==> src/rtl/pool_unit_arbiter.sv <==
// Round-robin front end that time-shares one 2x2 average-pooling unit among
// NUM_REQ requesters: grant, clear unit, stream 4 pixels, wait, return tagged result.
module pool_unit_arbiter #(
  parameter int NUM_REQ  = 4,
  parameter int DATA_W   = 32,
  parameter int POOL_LAT = 4,
  parameter int ID_W     = 3
) (
  input  logic                        clk,
  input  logic                        rst,
  input  logic [NUM_REQ-1:0]          req_valid,
  input  logic [NUM_REQ*4*DATA_W-1:0] req_data,
  output logic [NUM_REQ-1:0]          req_ready,
  output logic                        resp_valid,
  input  logic                        resp_ready,
  output logic [ID_W-1:0]             resp_id,
  output logic signed [DATA_W-1:0]    resp_data,
  output logic                        busy,
  output logic signed [DATA_W-1:0]    pu_data,
  output logic                        pu_en,
  output logic                        pu_rst,
  input  logic signed [DATA_W-1:0]    pu_avg
);

  localparam int LAT_W = $clog2(POOL_LAT + 1);

  typedef enum logic [2:0] {IDLE, CLEAR, FEED, WAIT, RESP} state_t;
  typedef logic [3:0][DATA_W-1:0] win_t;

  state_t state, state_nxt;

  logic [NUM_REQ-1:0][3:0][DATA_W-1:0] req_win;
  win_t                win, gnt_win;
  logic [ID_W-1:0]     last_grant, cur_id, gnt_id;
  logic [NUM_REQ-1:0]  gnt_oh;
  logic                found, hs;
  logic [1:0]          feed_cnt;
  logic [LAT_W-1:0]    lat_cnt;

  for (genvar g = 0; g < NUM_REQ; g++) begin : g_unpack
    assign req_win[g] = req_data[g*4*DATA_W +: 4*DATA_W];
  end

  // Two passes: requesters above last_grant first, then wrap to the rest.
  always_comb begin
    gnt_oh  = '0;
    gnt_id  = '0;
    gnt_win = '0;
    found   = 1'b0;
    for (int i = 0; i < NUM_REQ; i++) begin
      if (!found && req_valid[i] && i > int'(last_grant)) begin
        found     = 1'b1;
        gnt_oh[i] = 1'b1;
        gnt_id    = ID_W'(i);
        gnt_win   = req_win[i];
      end
    end
    for (int i = 0; i < NUM_REQ; i++) begin
      if (!found && req_valid[i] && i <= int'(last_grant)) begin
        found     = 1'b1;
        gnt_oh[i] = 1'b1;
        gnt_id    = ID_W'(i);
        gnt_win   = req_win[i];
      end
    end
  end

  // Gated by rst so no grant can slip through in a reset cycle.
  assign req_ready = (state == IDLE && !rst) ? gnt_oh : '0;
  assign hs        = |req_ready;

  always_ff @(posedge clk) begin
    if (rst) state <= IDLE;
    else     state <= state_nxt;
  end

  always_comb begin
    state_nxt = state;
    case (state)
      IDLE:  if (hs) state_nxt = CLEAR;
      CLEAR: state_nxt = FEED;
      FEED:  if (feed_cnt == 2'd3) state_nxt = WAIT;
      WAIT:  if (lat_cnt == LAT_W'(POOL_LAT)) state_nxt = RESP;
      RESP:  if (resp_ready) state_nxt = IDLE;
      default: state_nxt = IDLE;
    endcase
  end

  // pu_rst resets high so the shared unit stays cleared while rst is held.
  always_ff @(posedge clk) begin
    if (rst) begin
      last_grant <= ID_W'(NUM_REQ - 1);
      cur_id     <= '0;
      win        <= '0;
      feed_cnt   <= '0;
      lat_cnt    <= '0;
      resp_valid <= 1'b0;
      resp_id    <= '0;
      resp_data  <= '0;
      busy       <= 1'b0;
      pu_data    <= '0;
      pu_en      <= 1'b0;
      pu_rst     <= 1'b1;
    end else begin
      pu_rst <= 1'b0;
      busy   <= (state_nxt != IDLE);
      case (state)
        IDLE: if (hs) begin
          win        <= gnt_win;
          cur_id     <= gnt_id;
          last_grant <= gnt_id;
          feed_cnt   <= '0;
          pu_rst     <= 1'b1;
          pu_en      <= 1'b0;
        end
        CLEAR: begin
          pu_en   <= 1'b1;
          pu_data <= win[0];
        end
        FEED: if (feed_cnt == 2'd3) begin
          pu_en   <= 1'b0;
          lat_cnt <= LAT_W'(1);
        end else begin
          feed_cnt <= feed_cnt + 2'd1;
          pu_data  <= win[feed_cnt + 2'd1];
        end
        WAIT: if (lat_cnt == LAT_W'(POOL_LAT)) begin
          resp_data  <= pu_avg;
          resp_id    <= cur_id;
          resp_valid <= 1'b1;
        end else begin
          lat_cnt <= lat_cnt + LAT_W'(1);
        end
        RESP: if (resp_ready) resp_valid <= 1'b0;
        default: ;
      endcase
    end
  end

endmodule

==> config.mk <==
export PLATFORM = sky130hd
export DESIGN_NAME = pool_unit_arbiter
export DESIGN_NICKNAME = d
export VERILOG_FILES = /design/src/rtl/pool_unit_arbiter.sv
export SDC_FILE = /design/constraint.sdc
export NUM_CORES = 1
export LEC_CHECK = 0
export CAP_MARGIN = 20
export CORE_AREA = 2 2 244 246
export CTS_CLUSTER_SIZE = 40
export DETAILED_ROUTE_END_ITERATION = 8
export DIE_AREA = 0 0 246 248
export HOLD_SLACK_MARGIN = 0.08
export PLACE_DENSITY = 0.62
export SLEW_MARGIN = 20
export SYNTH_ARGS = -nofsm -noshare
export SYNTH_HDL_FRONTEND = slang
export SYNTH_SLANG_ARGS = --single-unit
==> constraint.sdc <==
create_clock -name clk -period 4.5 [get_ports clk]
set_input_delay 0.9 -clock clk [delete_from_list [all_inputs] [get_ports clk]]
set_output_delay 0.9 -clock clk [all_outputs]
set_load 0.05 [all_outputs]
# Word-level counts from Yosys, hierarchy flattened
# Index checks and enable logic that the tools add are counted.
# W data, S select, Z words.
dict set report totals {
  register_bits 213
  inputBits 551
  output_inout_bits 75
  wordCells 122
}
dict set report op_classes {
  n_addsub 2
  order_cmp 7
  eq_ne 12
  n_mux 50
  reduce_logical 35
}
# operator n
set ops {}
lappend ops {{$mux W128} 7}
lappend ops {{$bmux W32 S2} 1}
lappend ops {{$mux W32} 2}
lappend ops {{$pmux W32 S2} 1}
lappend ops {{$mux W3} 11}
lappend ops {{$mux W1} 19}
lappend ops {{$pmux W3 S5} 1}
lappend ops {{$logic_and A1 B1 Y1} 13}
lappend ops {{$ne A2 B2 Y1 const B} 6}
lappend ops {{$reduce_and A3 Y1} 4}
lappend ops {{$reduce_bool A2 Y1} 4}
lappend ops {{$logic_not A1 Y1} 7}
lappend ops {{$eq A3 B2 Y1 const B} 2}
lappend ops {{$eq A3 B3 Y1 const B} 2}
lappend ops {{$gt A2 B3 Y1 const A} 2}
lappend ops {{$le A2 B3 Y1 const A} 2}
lappend ops {{$mux W2} 3}
lappend ops {{$pmux W3 S2} 1}
lappend ops {{$reduce_and A2 Y1} 3}
lappend ops {{$reduce_bool A3 Y1} 2}
lappend ops {{$mux W4} 1}
lappend ops {{$pmux W2 S2} 1}
lappend ops {{$reduce_or A4 Y1} 1}
lappend ops {{$add A3 B1 Y3 const B} 1}
lappend ops {{9 further kinds} 9}

# Depth between registers and ports, before layout
dict set report logic_depth {
  ltp_word 31
  depth_mapped 9
  mapped_depth_nobuf 7
}

# Worst setup path before layout
# OpenSTA, ideal clock, no wires.
dict set report synth_timing {
  kind {input to output}
  startpoint {in req_valid[2]}
  endpoint {out req_ready[0]}
  arrival_ns 2.993
  required_time_ns 3.600
  path_slack_ns 0.607
  cell_stages 6
  n_path_buf 3
  cell_sequence {buf_2 nor2_1 o21ai_2 clkbuf_1 buf_2 nor3_1}
}
dict set report synth_via {
  elab_chain_len 11
}
# item line
set synth_rtl {}
lappend synth_rtl {{from (decl)} 11} ;# input logic [NUM_REQ-1:0] req_valid,
lappend synth_rtl {{$logic_and A1 B1 Y1 * (2 in a row)} 51} ;# if (!found && req_valid[i] && i > int'(last_grant)) begin
lappend synth_rtl {{$mux W1 *} 51}
lappend synth_rtl {{$logic_not A1 Y1} 51}
lappend synth_rtl {{$logic_and A1 B1 Y1 (2 in a row)} 51}
lappend synth_rtl {{$mux W1 *} 51}
lappend synth_rtl {{$logic_not A1 Y1 *} 59} ;# if (!found && req_valid[i] && i <= int'(last_grant)) begin
lappend synth_rtl {{$logic_and A1 B1 Y1 *} 59}
lappend synth_rtl {{$mux W1 *} 59}
lappend synth_rtl {{$mux W4 *} 69} ;# assign req_ready = (state == IDLE && !rst) ? gnt_oh : '0;
lappend synth_rtl {{to (decl)} 13} ;# output logic [NUM_REQ-1:0] req_ready,
# Every way passes the cells marked *; elsewhere a longest branch is shown, timed or not.

# Worst setup path in the final report
dict set report layout_timing {
  startpoint {in req_valid[1]}
  endpoint {out req_ready[2]}
}
dict set report layout_via {
  elab_chain_len 22
}
# item line
set layout_rtl {}
lappend layout_rtl {{$logic_and A1 B1 Y1} 51}
lappend layout_rtl {{$mux W1} 51}
lappend layout_rtl {{$logic_not A1 Y1} 51}
lappend layout_rtl {{$logic_and A1 B1 Y1 (2 in a row)} 51}
lappend layout_rtl {{$mux W1} 51}
lappend layout_rtl {{$logic_not A1 Y1} 51}
lappend layout_rtl {{$logic_and A1 B1 Y1 (2 in a row)} 51}
lappend layout_rtl {{$mux W1} 51}
lappend layout_rtl {{[... 2 more ...]} -}
lappend layout_rtl {{$mux W1} 59}
lappend layout_rtl {{$logic_not A1 Y1} 59}
lappend layout_rtl {{$logic_and A1 B1 Y1 (2 in a row)} 59}
lappend layout_rtl {{$mux W1} 59}
lappend layout_rtl {{$logic_not A1 Y1} 59}
lappend layout_rtl {{$logic_and A1 B1 Y1 (2 in a row)} 59}
lappend layout_rtl {{$mux W1 *} 59}
lappend layout_rtl {{$mux W4 *} 69}
# Marked as above.

==> metrics.txt <==
# TYPE chip_impl_metric gauge
chip_impl_metric{name="finish.net_count",unit=""} 3294
chip_impl_metric{name="maxSlewHeadroom",unit="%"} 23.5
chip_impl_metric{name="fin_util",unit="%"} 41.4
chip_impl_metric{name="design.die.area",unit="um2"} 61000
chip_impl_metric{name="routed-via-count",unit=""} 22300
chip_impl_metric{name="globalRouteTotalUtil",unit="%"} 31.4
chip_impl_metric{name="clk_path_buf_depth",unit=""} 3
chip_impl_metric{name="synth.net_count",unit=""} 2883
chip_impl_metric{name="core-area",unit="um2"} 58500
chip_impl_metric{name="die_height",unit="um"} 248
chip_impl_metric{name="vias_in_the_first_global_route",unit=""} 21500
chip_impl_metric{name="setup_violations",unit=""} 0
chip_impl_metric{name="clk_latency",unit="ns"} 0.58
chip_impl_metric{name="io-pin-count",unit=""} 626
chip_impl_metric{name="std_cell_rows",unit=""} 89
chip_impl_metric{name="synth-edff-count",unit=""} 0
chip_impl_metric{name="detail_route.vias_per_cell",unit=""} 6.28
chip_impl_metric{name="drtIter0Drc",unit=""} 2412
chip_impl_metric{name="ctsHoldBuffers",unit=""} 0
chip_impl_metric{name="grt_first_pass_wirelength",unit="um"} 146000
chip_impl_metric{name="pre_cts_slack",unit="ns"} 0.569
chip_impl_metric{name="cts.repair.resized",unit=""} 0
chip_impl_metric{name="initial_utilization",unit="%"} 28.4
chip_impl_metric{name="netlist_area",unit="um2"} 16600
chip_impl_info{name="cts_tree",value="built"} 1
chip_impl_info{name="cp-start-kind",value="input pin"} 1
chip_impl_metric{name="grt_overflow_total",unit=""} 0
chip_impl_metric{name="mapped_avg_cell_area",unit="um2"} 7.12
chip_impl_info{name="timing.critical_path.slowest_stage_cell",value="sky130_fd_sc_hd__clkdlybuf4s50_1"} 1
chip_impl_metric{name="drive_gt1_share",unit="%"} 4.64
chip_impl_metric{name="peakVddDrop",unit="uV"} 230
chip_impl_metric{name="netSwitchingFraction",unit="%"} 40.2
chip_impl_metric{name="area_growth",unit="%"} 46.1
chip_impl_metric{name="setup_slack",unit="ns"} 0.835
chip_impl_metric{name="p_int",unit="mW"} 4.86
chip_impl_metric{name="crit_path_max_incr_delay",unit="ns"} 0.76
chip_impl_metric{name="power.share.sequential",unit="%"} 29.4
chip_impl_info{name="cts-root-buf",value="sky130_fd_sc_hd__clkbuf_16"} 1
chip_impl_metric{name="maxCapViolations",unit=""} 0
chip_impl_metric{name="drt-pass1-iter-count",unit=""} 6
chip_impl_metric{name="final.period_utilization",unit="%"} 81.4
chip_impl_info{name="critPathMostFrequentCell",value="sky130_fd_sc_hd__nor2_1"} 1
chip_impl_metric{name="synth_seq_cells",unit=""} 210
chip_impl_metric{name="finalCriticalPeriod",unit="ns"} 3.66
chip_impl_metric{name="drc",unit=""} 0
chip_impl_metric{name="max_freq",unit="MHz"} 273
chip_impl_metric{name="routed_wire_length_per_instance",unit="um"} 28.5
chip_impl_info{name="holdCritPathClass",value="reg2reg"} 1
chip_impl_metric{name="dp_hpwl",unit="um"} 70200
chip_impl_metric{name="finalWeightedCongestion",unit=""} 0.895
chip_impl_metric{name="maximum_number_of_pins_on_one_net_before_global_route_repair",unit=""} 129
chip_impl_metric{name="port_buffer_count",unit=""} 624
chip_impl_metric{name="combinational_power_share",unit="%"} 41.3
chip_impl_metric{name="final_antenna_net_count",unit=""} 0
chip_impl_metric{name="power.switching",unit="mW"} 3.26
chip_impl_info{name="cp_cell_sequence",value="clkdlybuf4s50_1 -> nor2b_4 -> nor2_1 -> a21oi_1 -> nor2_1 -> buf_12"} 1
chip_impl_info{name="rsz0062_at_grt",value="no"} 1
chip_impl_metric{name="synth.yosys.seq_area_share",unit="%"} 25.4
chip_impl_metric{name="netlist-cell-type-count",unit=""} 53
chip_impl_metric{name="power.clock.fraction",unit="%"} 29.2
chip_impl_metric{name="static_leakage",unit="nW"} 8.10
chip_impl_metric{name="clk_pin_slew_worst_paths",unit="ns"} 0.05
chip_impl_metric{name="chipWidth",unit="um"} 246
chip_impl_info{name="run_status",value="finished clean"} 1
chip_impl_metric{name="worst-slew-pin-transition",unit="ns"} 1.15
chip_impl_metric{name="dpl-instance-area",unit="um2"} 23300
chip_impl_metric{name="detailed_route_wire_length",unit="um"} 101000
chip_impl_metric{name="cts_setup_buffers",unit=""} 0
chip_impl_metric{name="syn_inst",unit=""} 2329
chip_impl_metric{name="ys_warn_count",unit=""} 0
chip_impl_info{name="final_cell_mix",value="sky130_fd_sc_hd__clkdlybuf4s50_1 (618), sky130_fd_sc_hd__a21oi_1 (280), sky130_fd_sc_hd__nand2_1 (229), sky130_fd_sc_hd__dfxtp_1 (208), sky130_fd_sc_hd__nor3b_1 (118)"} 1
chip_impl_metric{name="finalHoldViolations",unit=""} 0
chip_impl_metric{name="asr_flop_ratio_synth",unit="%"} 0
chip_impl_metric{name="numCtsBuffers",unit=""} 28
chip_impl_metric{name="final_max_slew_viol_count",unit=""} 0
chip_impl_info{name="critical_path_class",value="in2out"} 1
chip_impl_metric{name="power_density",unit="nW/um2"} 335
chip_impl_info{name="ys_dominant_reg_cell",value="sky130_fd_sc_hd__dfxtp_1"} 1
chip_impl_metric{name="cts_sink_cnt",unit=""} 210
chip_impl_metric{name="crit_path_max_fanout",unit=""} 9
chip_impl_metric{name="grt_antenna_before_repair",unit=""} 14
chip_impl_metric{name="cp.arrival",unit="ns"} 2.76
chip_impl_metric{name="timing.clock.skew",unit="ns"} 0.0199
chip_impl_metric{name="fin_area",unit="um2"} 24200
chip_impl_metric{name="worstPathRequired",unit="ns"} 3.60
chip_impl_metric{name="cts-htree-levels",unit=""} 1
chip_impl_info{name="final_common_cell",value="sky130_fd_sc_hd__clkdlybuf4s50_1"} 1
chip_impl_metric{name="post-layout-total-power",unit="mW"} 8.13
chip_impl_info{name="cp-end-kind",value="output pin"} 1
chip_impl_metric{name="finalSetupTns",unit="ns"} 0
routing by layer:
layer | share of wire (%) | wire [um] | GRT usage (%)
met5 | 0.023 | 23 | 0
met4 | 4.8 | 4840 | 12.7
met3 | 9.6 | 9670 | 5.46
met2 | 47 | 47300 | 53.3
met1 | 39 | 39200 | 39.3
final timing paths:
path / startpoint / end / slack [ns] / cells after the start
worst max-delay path: req_valid[1] / req_ready[2] / 0.84 / 6
worst min register to register: pu_data[9]$_SDFFE_PP0P_ / pu_data[9]$_SDFFE_PP0P_ / 0.45 / 2
worst max register to register: last_grant[1]$_SDFFE_PP1P_ / win[72]$_SDFFE_PP0P_ / 1.40 / 5
worst min-delay path: pu_data[9]$_SDFFE_PP0P_ / pu_data[9]$_SDFFE_PP0P_ / 0.45 / 2
synthesized netlist by cell type (all sizes together) (56+ instances only):
master | count | area, um2
or3 | 85 | 532
inv | 65 | 244
nand3 | 112 | 561
a21oi | 282 | 1420
buf | 78 | 375
o211ai | 56 | 420
a211o | 64 | 561
o31ai | 85 | 638
nor2 | 95 | 362
clkbuf | 219 | 822
o22ai | 97 | 607
o21ai | 58 | 294
a221oi | 117 | 1020
nand2 | 231 | 867
a31oi | 60 | 375
dfxtp | 210 | 4200
nor3b | 118 | 886
per-stage QoR:
stage | hold slack, ns | instances
after floorplan | 0.425 | 2329
after global placement | 0.440 | 3483
after detailed placement | 0.445 | 3483
after CTS | 0.452 | 3532
after global routing | 0.467 | 3542
final | 0.452 | 3544
power by group through the flow:
stage | Clock (mW) | Sequential [mW] | Combinational [mW]
after global placement | 0 | 2.43 | 3.27
after detailed placement | 0 | 2.43 | 3.30
final | 2.37 | 2.39 | 3.36
after floorplan | 0 | 2.34 | 1.80
after CTS | 2.41 | 2.39 | 3.32
after global routing | 2.48 | 2.41 | 3.57
state kept, by name, summed over array words and instances (netlist names), 3 cells and up:
register   count
state          3
win          128
lat_cnt        3
pu_data       32
resp_data     32
area by class of cell:
class                      instances  area, um2
multi-input combinational       1757      11100
antenna                           12       30.0
clock inverter                     7        110
clock buffer                      42        825
timing repair buffer             678       6790
sequential                       210       4210
fill                            5893      34200
inverter                          65        244
tap                              773        967
cell families (layout without fill, tap and decap cells):
kind of cell               count (synthesis)  count (layout)  synth area share [%]
other                                      1              13                0.0226
muxes                                      4               4                 0.264
adders and majority gates                  3               3                 0.226
AOI/OAI and AO/OA                       1022            1022                  42.3
and+or+nand+nor                          725             725                  23.1
DFF                                      210             210                  25.4
buffers and inverters                    362             792                  8.69
xor gates and xnor gates                   2               2                 0.106
critical path: cells and delay by family:
family / cells / cell delay, ns
AOI/OAI and AO/OA: 1 / 0.25
buffers and inverters: 2 / 0.97
and+or+nand+nor: 3 / 0.63
(Power assumes the default switching activity.)
